[config.mk]
export PLATFORM = sky130hd
export DESIGN_NAME = scan_chain_rx
export DESIGN_NICKNAME = d
export VERILOG_FILES = /design/src/rtl/scan_chain_rx.sv
export SDC_FILE = /design/constraint.sdc
export NUM_CORES = 1
export LEC_CHECK = 0
export ABC_AREA = 1
export CORE_MARGIN = 4
export CORE_UTILIZATION = 55
export DETAILED_ROUTE_END_ITERATION = 12
export DONT_BUFFER_PORTS = 1
export PLACE_DENSITY = 0.79
export SLEW_MARGIN = 20
export SYNTH_ARGS = -nofsm -noshare
export SYNTH_HDL_FRONTEND = slang
export SYNTH_SLANG_ARGS = --single-unit
[constraint.sdc]
create_clock -name clk -period 2.1 [get_ports clk]
set_clock_uncertainty 0.1 [all_clocks]
set_input_delay 0.21 -clock clk [delete_from_list [all_inputs] [get_ports clk]]
set_output_delay 0.21 -clock clk [all_outputs]
set_load 0.02 [all_outputs]
[src/rtl/scan_chain_rx.sv]
// Receive side of the tag-chip scan/hop link: synchronises the scan GPIO lines,
// deserialises each scan word on phi rises and latches it on a load rise.
module scan_chain_rx #(
    parameter int GPIO_REG_WIDTH = 12,
    parameter int TX_BITS_WIDTH  = 128,
    parameter int BIT_CNT_WIDTH  = 7,
    parameter int NTX_BITS       = 78,
    parameter int HOP_CNT_WIDTH  = 8,
    parameter int ID_BIT         = 10,
    parameter int PHI_BIT        = 8,
    parameter int PHI_BAR_BIT    = 6,
    parameter int DATA_BIT       = 4,
    parameter int LOAD_BIT       = 2,
    parameter int SYNC_BIT       = 0
) (
    input  logic                      clk,
    input  logic                      reset,
    input  logic [GPIO_REG_WIDTH-1:0] fp_gpio_in,
    output logic [TX_BITS_WIDTH-1:0]  rx_bits,
    output logic [BIT_CNT_WIDTH-1:0]  rx_nbits,
    output logic                      rx_valid,
    output logic                      len_err,
    output logic                      ovf_err,
    output logic                      phase_err,
    output logic [HOP_CNT_WIDTH-1:0]  hop_cnt,
    output logic                      busy
);
    localparam int NSIG   = 6;
    localparam int S_ID   = 0;
    localparam int S_PHI  = 1;
    localparam int S_PHIB = 2;
    localparam int S_DATA = 3;
    localparam int S_LOAD = 4;
    localparam int S_SYNC = 5;
    localparam int GPIO_IDX [NSIG] = '{ID_BIT, PHI_BIT, PHI_BAR_BIT, DATA_BIT, LOAD_BIT, SYNC_BIT};

    typedef enum logic [1:0] {IDLE, SHIFT, LOADED} state_t;

    logic [NSIG-1:0] raw;
    logic [NSIG-1:0] sync1_reg, sync2_reg, dly_reg, lvl_reg, rise_reg;
    logic            unused_gpio;

    generate
        for (genvar gi = 0; gi < NSIG; gi++) begin : g_pick
            assign raw[gi] = fp_gpio_in[GPIO_IDX[gi]];
        end
    endgenerate
    assign unused_gpio = ^fp_gpio_in;

    // lvl_reg is aligned with rise_reg so levels and edges seen by the FSM come from the same sample
    always_ff @(posedge clk) begin
        if (reset) begin
            sync1_reg <= '0;
            sync2_reg <= '0;
            dly_reg   <= '0;
            lvl_reg   <= '0;
            rise_reg  <= '0;
        end else begin
            sync1_reg <= raw;
            sync2_reg <= sync1_reg;
            dly_reg   <= sync2_reg;
            lvl_reg   <= sync2_reg;
            rise_reg  <= sync2_reg & ~dly_reg;
        end
    end

    state_t                     state_reg, state_next;
    logic [TX_BITS_WIDTH-1:0]   sr_reg, sr_next;
    logic [BIT_CNT_WIDTH-1:0]   cnt_reg, cnt_next;
    logic                       ovf_reg, ovf_next;
    logic [TX_BITS_WIDTH-1:0]   rx_bits_reg, rx_bits_next;
    logic [BIT_CNT_WIDTH-1:0]   rx_nbits_reg, rx_nbits_next;
    logic                       rx_valid_reg, rx_valid_next;
    logic                       len_err_reg, len_err_next;
    logic                       ovf_err_reg, ovf_err_next;
    logic                       phase_err_reg;
    logic [HOP_CNT_WIDTH-1:0]   hop_cnt_reg, hop_cnt_next;

    always_ff @(posedge clk) begin
        if (reset) begin
            state_reg     <= IDLE;
            sr_reg        <= '0;
            cnt_reg       <= '0;
            ovf_reg       <= 1'b0;
            rx_bits_reg   <= '0;
            rx_nbits_reg  <= '0;
            rx_valid_reg  <= 1'b0;
            len_err_reg   <= 1'b0;
            ovf_err_reg   <= 1'b0;
            phase_err_reg <= 1'b0;
            hop_cnt_reg   <= '0;
        end else begin
            state_reg     <= state_next;
            sr_reg        <= sr_next;
            cnt_reg       <= cnt_next;
            ovf_reg       <= ovf_next;
            rx_bits_reg   <= rx_bits_next;
            rx_nbits_reg  <= rx_nbits_next;
            rx_valid_reg  <= rx_valid_next;
            len_err_reg   <= len_err_next;
            ovf_err_reg   <= ovf_err_next;
            hop_cnt_reg   <= hop_cnt_next;
            if (sync2_reg[S_PHI] && sync2_reg[S_PHIB])
                phase_err_reg <= 1'b1;
        end
    end

    always_comb begin
        state_next    = state_reg;
        sr_next       = sr_reg;
        cnt_next      = cnt_reg;
        ovf_next      = ovf_reg;
        rx_bits_next  = rx_bits_reg;
        rx_nbits_next = rx_nbits_reg;
        rx_valid_next = 1'b0;
        len_err_next  = len_err_reg;
        ovf_err_next  = ovf_err_reg;
        hop_cnt_next  = hop_cnt_reg;

        case (state_reg)
            IDLE: begin
                if (lvl_reg[S_ID]) begin
                    state_next = SHIFT;
                    sr_next    = '0;
                    cnt_next   = '0;
                    ovf_next   = 1'b0;
                end
            end
            SHIFT: begin
                // A phi rise coincident with the load rise is folded into the latched word
                if (rise_reg[S_PHI]) begin
                    sr_next = {sr_reg[TX_BITS_WIDTH-2:0], lvl_reg[S_DATA]};
                    if (&cnt_reg)
                        ovf_next = 1'b1;
                    else
                        cnt_next = cnt_reg + 1'b1;
                end
                if (rise_reg[S_LOAD]) begin
                    rx_bits_next  = sr_next;
                    rx_nbits_next = cnt_next;
                    len_err_next  = (cnt_next != BIT_CNT_WIDTH'(NTX_BITS));
                    ovf_err_next  = ovf_next;
                    rx_valid_next = 1'b1;
                    state_next    = LOADED;
                end else if (!lvl_reg[S_ID]) begin
                    state_next = IDLE;
                end
            end
            LOADED: begin
                if (!lvl_reg[S_LOAD]) begin
                    state_next = lvl_reg[S_ID] ? SHIFT : IDLE;
                    cnt_next   = '0;
                    ovf_next   = 1'b0;
                end
            end
            default: state_next = IDLE;
        endcase

        // Hop synch overrides the FSM after any same-cycle load has been latched above
        if (rise_reg[S_SYNC]) begin
            hop_cnt_next = hop_cnt_reg + 1'b1;
            state_next   = IDLE;
            sr_next      = '0;
            cnt_next     = '0;
            ovf_next     = 1'b0;
        end
    end

    assign rx_bits   = rx_bits_reg;
    assign rx_nbits  = rx_nbits_reg;
    assign rx_valid  = rx_valid_reg;
    assign len_err   = len_err_reg;
    assign ovf_err   = ovf_err_reg;
    assign phase_err = phase_err_reg;
    assign hop_cnt   = hop_cnt_reg;
    assign busy      = (state_reg == SHIFT);

endmodule

==> impl_results.md <==
- Status: complete, no violations
- Number of CTS-inserted buffers: 31
- Die area: ~0.025 sq mm
- Final Power: 11.6 mW
- Clock slew at reported path FFs: approximately 60 ps
- Dpl hpwl: 16000 microns
- First-pass GRT wire length: about 47000 microns
- Distinct cells, synth: 28
- Max Clock Freq: roughly 490 MHz
- Post-synthesis cell count: roughly 1800
- Synth area leader: dfxtp_1
- FF-to-FF Start: cnt_reg[0]$_SDFFE_PP0P_
- Via count: around 11000
- Residual DRC: 0
- CTS H-tree lvls: 1
- Core area: roughly 0.022 sq mm
- Pwr Density: ~870 mW/mm^2
- Worst Tran Pin Value: 843 ps
- Crit Path Category: flip-flop to output port
- Die span in y: 157 microns
- Synth top cells by count: nand2_1, dfxtp_1, nand3_1
- Final Cycle Share: 0.963
- CTS Root Cell: clkbuf_16
- Synthesized area: 0.0122 sq mm
- Syn avg cell area: just under 7 sq um
- IO buf count: 0
- Post-CTS setup buffers: 0
- Row Count: 54
- Initial Util: 0.559
- Drt initial violations: between 800 and 900
- Hold Path Stages: 2
- Vias per inst: 5.31
- Yosys Warn Count: 0
- Dpl cells: 1943
- R2r endpoint: len_err$_SDFFE_PP0P_
- Final setup vio count: 0
- EDFF count, synth: 0
- Worst Path Buf+Inv: 2
- GP Congestion: ~0.82
- Max Slew Vio Count: 0
- Final std cells w/o fill: just over 2000
- RSZ-0062 raised after global routing: false
- 1st-pass router iterations: 5
- Max-Cap Viols: 0
- CP Launch Type: flip-flop
- IO Count: roughly 160
- P&R area growth vs syn: 10.3%
- Top post-synthesis cells by area: dfxtp_1, nand2_1, nand3_1
- Die Width: between 150 and 200 microns
- Clk sinks: 305
- Clk_lat worst skew: between 500 and 600 ps
- CTS tree: done
- Leakage power figure: 5.87 nW
- Most frequent cell after synthesis: nand2_1
- Register area share after synthesis: 0.502
- CTS Buffer Depth: 3
- CP Cell Sequence: inv_2 > nor2_4 > buf_12
- GR Overflow Total: 0
- Wire per inst: around 14 microns
- Synth Flop Type: dfxtp_1
- Yosys top cell area share: 0.502
- Net Count, Synth: around 1800
- TNS Setup: 0 ps
- Vias in the first global route: between 9000 and 10000
- Total track usage: 0.222
- Peak VDD IR: a little over 600 uV
- Initial antenna violation count: 0
- Worst Hold End: lvl_reg[3]$_SDFF_PP0_
- CP arrival: 1710 ps
- Post-synth ARST share: 0
- FF+latch count, synth: between 300 and 400
- Hold path start: reset
- Max stage delay on crit path: about 410 ps
- CP Capture Type: output port
- Largest net degree at the start of global routing: 115
- Highest-delay cell along the critical path: dfxtp_1
- Fin nets: 1727
- Final Critical Period: approximately 2000 ps
- Worst r2r path cells: 10
- Worst Path Required: 1790 ps
- Remaining antenna violation count after routing: 0
- CP delay by family, top: buffers and inverters
- Min-Delay Path Class: input pin to flip-flop
- Share of layout cells above drive strength 1: 0.0462
- Reg2Reg Setup Slack: around 350 ps
- Post-Route WL: 27500 microns
- Max-slew headroom: 0.438
- Final Hold Viols: 0
- ANT cells: 0
- Crit Path Max Fanout: about 110
## per-layer routing
| layer | vias up | track usage | routed length [microns] |
|---|---|---|---|
| met3 | 38 | 0.0451 | 1790 |
| met2 | 278 | 0.387 | 13100 |
| met4 | 0 | 0.0483 | 459 |
| met1 | 4928 | 0.284 | 12200 |
| met5 | - | 0 | 0 |
| li1 | 5436 | - | - |
## worst max-delay path by stage
stage                     slack (ps)                      end  depth (start not counted)                       from
final                             80                     busy                          3  state_reg[0]$_SDFFE_PP0P_
after global routing              30                     busy                          3  state_reg[0]$_SDFFE_PP0P_
after CTS                          4  sr_reg[99]$_SDFFE_PP0P_                          5                      reset
after detailed placement         350     len_err$_SDFFE_PP0P_                         10    cnt_reg[0]$_SDFFE_PP0P_
after global placement           370     len_err$_SDFFE_PP0P_                         10    cnt_reg[0]$_SDFFE_PP0P_
after floorplan                  600     len_err$_SDFFE_PP0P_                         10    cnt_reg[0]$_SDFFE_PP0P_
## worst reg2reg max path: cells and delay by family (launching register included)
| kind | cells | cell delay, ps |
|---|---|---|
| simple gates | 9 | 910 |
| flops | 1 | 390 |
| fa+ha+maj | 1 | 230 |
## area by class of cell
| type | instances | area (sq um) |
|---|---|---|
| multi-input cells | 1303 | 5380 |
| inverters | 36 | 140 |
| clock inverters | 15 | 179 |
| repair buffers | 34 | 408 |
| clock buffers | 40 | 850 |
| flip-flops and latches | 305 | 6110 |
| well taps | 280 | 350 |
| fillers | 1960 | 8340 |
## logic make-up after synthesis
kind of cell,synth area share
xor gates and xnor gates,0.000721
DFF,0.502
buffers and inverters,0.0580
AOI/OAI and AO/OA,0.0672
adders and majority gates,0.00206
and+or+nand+nor,0.370
## power breakdown
part           switching [mW]  internal [mW]  total, mW
clock network            2.22           3.32       5.54
logic                   0.214         0.0611      0.275
registers              0.0125           5.80       5.81
total                    2.45           9.18       11.6
## repair_timing
item / 4_1_cts / 5_1_grt
hold endpoints to repair: 51 / 0
setup endpoints to repair: 0 / 118
hold buffers: 15 / 0
resized for setup: 0 / 1
## metrics by stage
stage / hold slack [ps] / instance area, sq um / utilization / setup slack [ps]
after floorplan: 217 / 12200 / - / 596
after global placement: 186 / 12200 / 0.562 / 368
after detailed placement: 186 / 12200 / 0.562 / 354
after CTS: 136 / 13400 / 0.616 / 3.60
after global routing: 159 / 13400 / 0.616 / 31.2
final: 160 / 13400 / 0.616 / 77.5
## layout by cell type, fill, tap and decap left out, types with 2 or more instances in the layout
master	synthesis	routed
inv_4	0	2
nor3_1	7	7
buf_12	0	9
o21ai_1	3	3
nand2_4	0	2
inv_1	32	32
ha_1	2	2
dfxtp_1	305	304
nor2_4	1	2
clkinv_2	0	10
clkbuf_1	15	5
o21ai_0	8	7
nor2_1	36	36
buf_4	1	10
a21oi_1	145	145
inv_2	4	2
dlygate4sd3_1	0	14
bufinv_16	0	4
nand3_1	151	151
nand2_1	939	938
clkbuf_16	0	31
clkbuf_8	0	4
Note: power is estimated with default switching activity, not from simulation.
